`src/rtl/pipeline_hazard_ctrl_pkg.sv`:
```
// Shared types for the RV32I pipeline sequencer: control FSM states, the
// bundled per-stage load/flush word, and the load-use hazard test.
package pipeline_hazard_ctrl_pkg;

  typedef enum logic {
    ST_RUN   = 1'b0,
    ST_DRAIN = 1'b1
  } pipe_state_e;

  typedef struct packed {
    logic load;
    logic flush;
  } stage_ctl_t;

  typedef struct packed {
    stage_ctl_t if_id;
    stage_ctl_t id_ex;
    stage_ctl_t ex_mem;
    stage_ctl_t mem_wb;
  } pipe_ctl_t;

  localparam pipe_ctl_t PIPE_CTL_IDLE = '0;

  localparam int unsigned NUM_PERF    = 3;
  localparam int unsigned PERF_STALL  = 0;
  localparam int unsigned PERF_FLUSH  = 1;
  localparam int unsigned PERF_MISPRED = 2;

  localparam logic [4:0] REG_X0 = 5'd0;

  // x0 is hardwired to zero, so a load "into" x0 never creates a dependency.
  function automatic logic load_use(input logic       is_load,
                                    input logic [4:0] rd,
                                    input logic [4:0] rs1,
                                    input logic [4:0] rs2);
    return is_load && (rd != REG_X0) && ((rd == rs1) || (rd == rs2));
  endfunction

endpackage

```
`src/rtl/pipeline_hazard_ctrl_perf_counter.sv`:
```
// Free-running wrap-around event counter with synchronous clear that
// outranks the increment.
module pipeline_hazard_ctrl_perf_counter #(
  parameter int unsigned CNT_W = 32
) (
  input  logic             clk,
  input  logic             rst_n,
  input  logic             inc,
  input  logic             clr,
  output logic [CNT_W-1:0] count
);

  logic [CNT_W-1:0] count_reg;

  always_ff @(posedge clk or negedge rst_n) begin
    if (!rst_n) begin
      count_reg <= '0;
    end else if (clr) begin
      count_reg <= '0;
    end else if (inc) begin
      count_reg <= count_reg + 1'b1;
    end
  end

  assign count = count_reg;

endmodule

```
`src/rtl/pipeline_hazard_ctrl.sv`:
```
// Central 5-stage pipeline sequencer: arbitrates cache freezes, load-use
// bubbles and EX redirects, and keeps stall/flush/mispredict counters.
module pipeline_hazard_ctrl
  import pipeline_hazard_ctrl_pkg::*;
#(
  parameter int unsigned CNT_W = 32
) (
  input  logic             clk,
  input  logic             rst_n,
  input  logic             imem_req,
  input  logic             imem_resp,
  input  logic             dmem_req,
  input  logic             dmem_resp,
  input  logic [4:0]       id_rs1,
  input  logic [4:0]       id_rs2,
  input  logic [4:0]       ex_rd,
  input  logic             ex_is_load,
  input  logic             ex_redirect,
  input  logic [31:0]      ex_target,
  input  logic             perf_clr,
  output logic             load_pc,
  output logic             load_if_id,
  output logic             load_id_ex,
  output logic             load_ex_mem,
  output logic             load_mem_wb,
  output logic             flush_if_id,
  output logic             flush_id_ex,
  output logic             pc_redirect,
  output logic [31:0]      redirect_pc,
  output logic [CNT_W-1:0] stall_cnt,
  output logic [CNT_W-1:0] flush_cnt,
  output logic [CNT_W-1:0] mispred_cnt
);

  pipe_state_e state_reg, state_next;
  logic [31:0] target_reg, target_next;

  pipe_ctl_t ctl_next;
  logic      load_pc_next;
  logic      pc_redirect_next;
  logic      accept_next;

  logic imiss, dmiss, lu;

  assign imiss = imem_req & ~imem_resp;
  assign dmiss = dmem_req & ~dmem_resp;
  assign lu    = load_use(ex_is_load, ex_rd, id_rs1, id_rs2);

  always_ff @(posedge clk or negedge rst_n) begin
    if (!rst_n) begin
      state_reg  <= ST_RUN;
      target_reg <= '0;
    end else begin
      state_reg  <= state_next;
      target_reg <= target_next;
    end
  end

  always_comb begin
    state_next       = state_reg;
    target_next      = target_reg;
    ctl_next         = PIPE_CTL_IDLE;
    load_pc_next     = 1'b0;
    pc_redirect_next = 1'b0;
    accept_next      = 1'b0;
    redirect_pc      = (state_reg == ST_DRAIN) ? target_reg : ex_target;

    unique case (state_reg)
      ST_RUN: begin
        if (dmiss) begin
          // Full freeze; the frozen ID/EX keeps any pending redirect stable.
        end else if (ex_redirect && !imiss) begin
          load_pc_next         = 1'b1;
          ctl_next.if_id.load  = 1'b1;
          ctl_next.if_id.flush = 1'b1;
          ctl_next.id_ex.load  = 1'b1;
          ctl_next.id_ex.flush = 1'b1;
          ctl_next.ex_mem.load = 1'b1;
          ctl_next.mem_wb.load = 1'b1;
          pc_redirect_next     = 1'b1;
          accept_next          = 1'b1;
        end else if (ex_redirect && imiss) begin
          // The outstanding fetch cannot be cancelled: remember the target
          // and apply it once the wrong-path word has come back.
          target_next          = ex_target;
          ctl_next.id_ex.load  = 1'b1;
          ctl_next.id_ex.flush = 1'b1;
          ctl_next.ex_mem.load = 1'b1;
          ctl_next.mem_wb.load = 1'b1;
          accept_next          = 1'b1;
          state_next           = ST_DRAIN;
        end else if (imiss) begin
          // Full freeze until the I-cache answers.
        end else if (lu) begin
          ctl_next.id_ex.load  = 1'b1;
          ctl_next.id_ex.flush = 1'b1;
          ctl_next.ex_mem.load = 1'b1;
          ctl_next.mem_wb.load = 1'b1;
        end else begin
          load_pc_next         = 1'b1;
          ctl_next.if_id.load  = 1'b1;
          ctl_next.id_ex.load  = 1'b1;
          ctl_next.ex_mem.load = 1'b1;
          ctl_next.mem_wb.load = 1'b1;
        end
      end

      ST_DRAIN: begin
        // EX holds only bubbles here, so ex_redirect is deliberately ignored.
        if (!dmiss) begin
          ctl_next.id_ex.load  = 1'b1;
          ctl_next.id_ex.flush = 1'b1;
          ctl_next.ex_mem.load = 1'b1;
          ctl_next.mem_wb.load = 1'b1;
          if (imem_resp) begin
            load_pc_next         = 1'b1;
            pc_redirect_next     = 1'b1;
            ctl_next.if_id.load  = 1'b1;
            ctl_next.if_id.flush = 1'b1;
            state_next           = ST_RUN;
          end
        end
      end

      default: begin
        state_next = ST_RUN;
      end
    endcase
  end

  // Strobes are held low for the whole time reset is asserted.
  assign load_pc     = rst_n & load_pc_next;
  assign load_if_id  = rst_n & ctl_next.if_id.load;
  assign load_id_ex  = rst_n & ctl_next.id_ex.load;
  assign load_ex_mem = rst_n & ctl_next.ex_mem.load;
  assign load_mem_wb = rst_n & ctl_next.mem_wb.load;
  assign flush_if_id = rst_n & ctl_next.if_id.flush;
  assign flush_id_ex = rst_n & ctl_next.id_ex.flush;
  assign pc_redirect = rst_n & pc_redirect_next;

  logic [NUM_PERF-1:0] perf_inc;
  logic [CNT_W-1:0]    perf_val [NUM_PERF];

  assign perf_inc[PERF_STALL]   = ~load_pc_next;
  assign perf_inc[PERF_FLUSH]   = ctl_next.if_id.flush | ctl_next.id_ex.flush |
                                  ctl_next.ex_mem.flush | ctl_next.mem_wb.flush;
  assign perf_inc[PERF_MISPRED] = accept_next;

  genvar gi;
  generate
    for (gi = 0; gi < NUM_PERF; gi++) begin : g_perf
      pipeline_hazard_ctrl_perf_counter #(
        .CNT_W (CNT_W)
      ) u_cnt (
        .clk   (clk),
        .rst_n (rst_n),
        .inc   (perf_inc[gi]),
        .clr   (perf_clr),
        .count (perf_val[gi])
      );
    end
  endgenerate

  assign stall_cnt   = perf_val[PERF_STALL];
  assign flush_cnt   = perf_val[PERF_FLUSH];
  assign mispred_cnt = perf_val[PERF_MISPRED];

endmodule
```
`config.mk`:
```
export PLATFORM = sky130hd
export DESIGN_NAME = pipeline_hazard_ctrl
export DESIGN_NICKNAME = d
export VERILOG_FILES = /design/src/rtl/pipeline_hazard_ctrl_pkg.sv /design/src/rtl/pipeline_hazard_ctrl_perf_counter.sv /design/src/rtl/pipeline_hazard_ctrl.sv
export SDC_FILE = /design/constraint.sdc
export NUM_CORES = 1
export LEC_CHECK = 0
export ABC_AREA = 0
export CAP_MARGIN = 30
export CORE_UTILIZATION = 45
export CTS_BUF_LIST = sky130_fd_sc_hd__clkbuf_4
export DETAILED_ROUTE_END_ITERATION = 6
export PLACE_DENSITY = 0.79
export SYNTH_ARGS = -nofsm -noshare
export SYNTH_HDL_FRONTEND = slang
export SYNTH_SLANG_ARGS = --single-unit
```
`constraint.sdc`:
```
create_clock -name clk -period 2.2 [get_ports clk]
set_input_delay 0.44 -clock clk [delete_from_list [all_inputs] [get_ports clk]]
set_output_delay 0.44 -clock clk [all_outputs]
set_load 0.01 [all_outputs]
```
==> flow_summary.json, run 1 <==
{
  "design.core.area_mm2": 0.0147,
  "synth_compound_area_share_pct": 10.8,
  "worstPathRequired_ps": 1760,
  "portBuffers": 191,
  "start_util_pct": 46.7,
  "synth_fa_ha_area_share_pct": 0.547,
  "final_cells": 1155,
  "dp_hpwl_um": 13000,
  "holdPathStages": 2,
  "r2r_slack_ps": -60,
  "combPwrFrac_pct": 20.2,
  "power_frac_seq_pct": 48.8,
  "gr-total-overflow": 0,
  "crit_type": "input port to output port",
  "cts_buffers": 17,
  "clockPowerShare_pct": 31.1,
  "hp-start": "perf_clr",
  "grt_max_degree": 70,
  "worstMarginPinSlew_ps": 897,
  "path_clk_slew_ps": 120,
  "ys_types": 46,
  "dr_total_vias": 6429,
  "drc": 12,
  "min_to": "g_perf[2].u_cnt.count[13]$_DFFE_PN0P_",
  "synth_flop_cell": "dfrtp_1",
  "dieHeight_um": 126,
  "grt_first_pass_wirelength_um": 30700,
  "timing.rr.start": "state_reg$_DFF_PN0_",
  "peakVddDrop_v": 0.000437,
  "hp-class": "input port to register",
  "setup_ws_ps": -135,
  "critPathCaptureType": "output port",
  "place.gp.congestion": 0.839,
  "cts_num_sinks": 129,
  "switchingPower_w": 0.00145,
  "ys_top_cells_by_count": "dfrtp_1, mux2_2, a21oi_1",
  "cp_max_fo": 2,
  "drt-total-wl_um": 19700,
  "power.internal_w": 0.00398,
  "synth_area_per_cell_um2": 9.87,
  "cts_tree": "built",
  "cts_buffer_depth": 2,
  "synth-xor-area-share_pct": 4.85,
  "synth_area_leader_cell": "dfrtp_1",
  "path_cells": "dlygate4sd2_1, or4_4, o21ai_4, nor2_4, a21boi_2, and2_4, buf_6",
  "synthTopCellsByArea": "dfrtp_1, mux2_2, a21oi_1",
  "finalMaxSlewViolations": 0,
  "area_growth_pct": 49.0,
  "switching_share_pct": 26.8,
  "drive_gt1_share_pct": 29.0,
  "routedWlPerCell_um": 17.1,
  "fin_skew_ps": 17.9,
  "synth.most_common_cell": "dfrtp_1",
  "p_leak_nw": 4.25,
  "place_inst": 1102,
  "synth_mux_area_share_pct": 11.8,
  "insertion_delay_ps": 550,
  "avgViaCountPerCell": 5.57,
  "critPathArrivalTime_ps": 1890,
  "power_density_mw_per_mm2": 530,
  "io_pins": 192,
  "netlist_instances": 696,
  "rsz0062_at_grt": "true",
  "yosysSeqAreaShare_pct": 47.0,
  "min_period_ps": 2330,
  "setup_viol": 11,
  "grt_pass1_vias": 6249,
  "synth_edf_count": 0,
  "dr.pass1.iters": 7,
  "critPathSlowestCell": "or4_4",
  "nets": 1017,
  "ys_ff_latch": 129,
  "syn_area_mm2": 0.00687,
  "track_usage_pct": 24.4,
  "netlist.area_leader.share_pct": 47.0,
  "crit_path_start_kind": "input port",
  "reg2reg_depth": 9,
  "violations": "DRC, setup timing",
  "ant_nets": 0,
  "fp-row-count": 44,
  "critPathMaxStageDelay_ps": 550,
  "ys.warnings.count": 0,
  "synth_top_family_by_area": "simple AND/OR/NAND/NOR gates",
  "ys_async_sr_fraction_pct": 100,
  "largest_reg_flops": 96,
  "cts-root-buf": "clkbuf_4",
  "die_x_um": 126,
  "synth.net_count": 755,
  "synthSimpleGateAreaFrac_pct": 22.0,
  "slew_headroom_pct": 40.2,
  "fmax_ghz": 0.428,
  "htree_levels": 4,
  "die_area_mm2": 0.0158,
  "hold_viol_final": 0,
  "drtIter0Drc": 415,
  "diodes": 0,
  "worstReg2RegEnd": "g_perf[0].u_cnt.count[16]$_DFFE_PN0P_",
  "antenna_found_initial": 0,
  "period_share_pct": 106,
  "status": "finished, violations left",
  "maxCapViolCount": 0,
  "final_core_util_pct": 69.6
}
[layout by cell type, fill, tap and decap left out, types with 9 or more instances in the layout]
master / count
o21ai_0: 39
and3_1: 14
nor2_1: 47
xnor2_1: 19
clkbuf_4: 19
mux2_2: 46
buf_6: 32
buf_4: 75
a21oi_1: 54
o31ai_1: 21
nand2_1: 49
or3_1: 36
or4_1: 16
mux2_4: 24
buf_2: 9
xor2_1: 16
nand3_1: 35
inv_1: 9
a21oi_2: 9
dfrtp_1: 128
or4_4: 9
clkdlybuf4s50_1: 141
nand4_1: 13
nor2b_1: 13
[metrics by stage]
stage / power (W) / instance area (um^2) / hold slack [ps] / setup TNS (ps) / worst slack [ps]
after global placement: 0.00360 / 9410 / 455 / -32750 / -697
after detailed placement: 0.00362 / 9410 / 456 / -36120 / -730
after global routing: 0.00567 / 10200 / 224 / -3350 / -165
after CTS: 0.00534 / 9810 / 217 / -2000 / -119
after floorplan: 0.00312 / 6890 / 144 / -37.5 / -37.5
final: 0.00543 / 10200 / 262 / -444 / -135
[power by group through the flow]
stage | logic, W | clock network (W) | registers (W)
after global placement | 0.000929 | 0 | 0.00267
final | 0.00109 | 0.00169 | 0.00265
after CTS | 0.000990 | 0.00172 | 0.00263
after floorplan | 0.000462 | 0 | 0.00265
after detailed placement | 0.000945 | 0 | 0.00268
after global routing | 0.00117 | 0.00183 | 0.00267
[layer usage]
layer  up-vias  GRT usage (%)  part of all wire [%]
met1      3133           30.5                    42
met3        20           6.89                   6.9
li1       3053              -                     -
met2       223           41.2                    50
met4         0           6.74                   1.3
met5         -              0                     0
[final cells by class]
type,instances,area [um^2]
clock buffer,19,143
clock inverter,13,144
fill,1116,4460
inverter,10,37.5
multi-input combinational,521,3740
sequential,129,3230
tap,184,230
timing repair buffer,279,2710
[cell families (layout without fill, tap and decap cells)]
kind of cell	count (synthesis)	in the layout
simple gates	277	277
compound gates	131	131
flops	129	129
mux	72	72
buf+inv	46	321
xor+xnor	38	38
fa+ha+maj	3	3
[how the worst max path moves through the flow]
| stage | cells past startpoint | end | slack (ps) | startpoint |
|---|---|---|---|---|
| after floorplan | 6 | load_pc | -40 | ex_rd[4] |
| after global placement | 7 | load_pc | -700 | ex_rd[4] |
| after detailed placement | 7 | load_pc | -730 | ex_rd[4] |
| after CTS | 6 | load_pc | -120 | state_reg$_DFF_PN0_ |
| after global routing | 7 | load_if_id | -170 | ex_rd[2] |
| final | 7 | load_pc | -130 | ex_rd[2] |
[worst max-delay path: cells and delay by family]
kind | cells | cell delay, ps
AOI/OAI and AO/OA | 2 | 330
buffers and inverters | 2 | 340
and+or+nand+nor | 3 | 780
[what timing repair did]
action / CTS / global route
endpoints found under the hold margin: 33 / 0
gates cloned: 2 / 3
endpoints found under the setup margin: 41 / 65
hold buffers: 1 / 0
resized for setup: 189 / 85
pin swaps: 16 / 20
setup buffers: 10 / 7
Note: power is estimated with default switching activity, not from simulation.
==> inputs of run 2 (changes only) <==
--- a/config.mk
+++ b/config.mk
@@ -7,10 +7,10 @@
 export LEC_CHECK = 0
 export ABC_AREA = 0
 export CAP_MARGIN = 30
-export CORE_UTILIZATION = 45
-export CTS_BUF_LIST = sky130_fd_sc_hd__clkbuf_4
+export CORE_UTILIZATION = 44
+export CTS_BUF_LIST = sky130_fd_sc_hd__clkbuf_4 sky130_fd_sc_hd__clkbuf_8 sky130_fd_sc_hd__clkbuf_16
 export DETAILED_ROUTE_END_ITERATION = 6
-export PLACE_DENSITY = 0.79
+export PLACE_DENSITY = 0.77
 export SYNTH_ARGS = -nofsm -noshare
 export SYNTH_HDL_FRONTEND = slang
 export SYNTH_SLANG_ARGS = --single-unit
==> flow_summary.json, run 2 (synthesis gave the netlist of run 1 again) <==
{
  "status": "completed",
  "rsz0062_at_grt": "true",
  "min_period_ps": 2170,
  "grt_max_degree": 65,
  "avgViaCountPerCell": 5.54,
  "multi_input_area_mm2": 0.00360,
  "diodes": 0,
  "design.core.area_mm2": 0.0152,
  "io_pins": 192,
  "place.gp.congestion": 0.813,
  "setup_viol": 0,
  "setup_tns_ps": 0,
  "final_common_cell": "clkdlybuf4s50_1",
  "ant_nets": 0,
  "portBuffers": 191,
  "gr-total-overflow": 0,
  "dr_total_vias": 6386,
  "place_inst": 1108,
  "dp_hpwl_um": 12900,
  "fmax_ghz": 0.461,
  "hp-class": "input port to async pin",
  "worstMarginPinSlew_ps": 818,
  "nets": 1011,
  "slew_headroom_pct": 45.4,
  "insertion_delay_ps": 410,
  "track_usage_pct": 24.3,
  "final_cells": 1153,
  "final_cell_mix": "clkdlybuf4s50_1, dfrtp_1, mux2_2",
  "dr.pass1.iters": 5,
  "whs_ps": 15.7,
  "cts_buffers": 17,
  "antenna_found_initial": 0,
  "die_x_um": 127,
  "path_clk_slew_ps": 60,
  "critPathArrivalTime_ps": 2510,
  "pre_cts_ws_ps": -722,
  "setup_ws_ps": 29.1,
  "htree_levels": 4,
  "largest_reg_flops": 96,
  "p_leak_nw": 4.31,
  "power_density_mw_per_mm2": 634,
  "start_util_pct": 45.2,
  "fp-row-count": 45,
  "cp_max_fo": 19,
  "drtIter0Drc": 323,
  "cts_tree": "built",
  "drc": 0,
  "crit_type": "input port to register",
  "drive_gt1_share_pct": 27.2,
  "die_area_mm2": 0.0161,
  "grt_first_pass_wirelength_um": 31300,
  "crit_path_start_kind": "input port",
  "final_core_util_pct": 67.8,
  "cts-root-buf": "clkbuf_16",
  "regArea_mm2": 0.00323,
  "finalMaxSlewViolations": 0,
  "maxCapViolCount": 0,
  "dieHeight_um": 127,
  "peakVddDrop_v": 0.000485,
  "period_share_pct": 98.7,
  "hold_viol_final": 0,
  "cts_buffer_depth": 2,
  "worstPathRequired_ps": 2540,
  "grt_pass1_vias": 6413,
  "drt-total-wl_um": 19200,
  "fillCellCount": 1179,
  "fin_skew_ps": 7.81,
  "cts_num_sinks": 129,
  "critPathCaptureType": "register",
  "routedWlPerCell_um": 16.7,
  "area_growth_pct": 50.0
}
## run 2: cell count changes in the layout (fill, tap and decap cells not counted), moves of 4 or more
| cell | delta |
|---|---|
| nor3_1 | +4 |
| mux2_4 | -24 |
| dlygate4sd2_1 | +9 |
| mux2_2 | +24 |
| buf_2 | +14 |
| clkbuf_16 | +15 |
| dlymetal6s2s_1 | +9 |
| clkinv_1 | -4 |
| clkdlybuf4s50_1 | -9 |
| buf_6 | -22 |
| buf_4 | -9 |
| clkbuf_4 | -19 |
## run 2: metal layers
layer | global-route usage, % | part of all wire (%) | vias up
li1 | - | - | 3033
met1 | 29.8 | 42 | 3127
met2 | 41.4 | 50 | 203
met3 | 7.72 | 6.6 | 23
met4 | 6.51 | 0.95 | 0
met5 | 0 | 0 | -
## run 2: area by class of cell
| type | count | area share (%) |
|---|---|---|
| timing repair buffer | 273 | 25.0 |
| sequential | 129 | 31.3 |
| clock inverter | 12 | 1.49 |
| tap | 188 | 2.28 |
| inverter | 10 | 0.364 |
| clock buffer | 20 | 4.53 |
| multi-input combinational | 521 | 34.9 |
## run 2: through the flow
stage                     area (um^2)  total power, W
final                           10300         0.00653
after global routing            10300         0.00679
after detailed placement         9440         0.00361
after floorplan                  6890         0.00312
after global placement           9440         0.00359
after CTS                       10200         0.00660
## run 2: where the power goes
group / total, W / switching (W) / internal, W
clock network: 0.00295 / 0.00107 / 0.00187
registers: 0.00265 / 0.0000996 / 0.00255
logic: 0.000935 / 0.000403 / 0.000531
total: 0.00653 / 0.00158 / 0.00495
## run 2: worst paths after layout
path                       slack (ps)                                 start                               endpoint  depth (start not counted)
setup / recovery                   30                              imem_req  g_perf[1].u_cnt.count[25]$_DFFE_PN0P_                          8
hold / removal                     20                                 rst_n                    state_reg$_DFF_PN0_                          2
max in group asynchronous        1050                                 rst_n  g_perf[2].u_cnt.count[11]$_DFFE_PN0P_                          3
min in group clk                  490                              perf_clr   g_perf[1].u_cnt.count[5]$_DFFE_PN0P_                          3
hold reg to reg                   500            target_reg[20]$_DFFE_PN0P_             target_reg[20]$_DFFE_PN0P_                          1
setup reg to reg                   40  g_perf[1].u_cnt.count[3]$_DFFE_PN0P_  g_perf[1].u_cnt.count[25]$_DFFE_PN0P_                          5
## run 2: repair_timing
item | in CTS | in global routing
pin swaps | 8 | 31
hold endpoints to repair | 9 | 0
setup buffers | 6 | 3
resized for setup | 129 | 60
gates cloned | 3 | 1
endpoints found under the setup margin | 66 | 66
hold buffers | 1 | 0
## run 2: worst max-delay path: stages
cell and delay (ps):
clkdlybuf4s50_1 470, nor2b_4 170, or2_2 320, nor3b_2 210, a22oi_2 90, buf_12 160
or4_4 490, a21oi_2 150
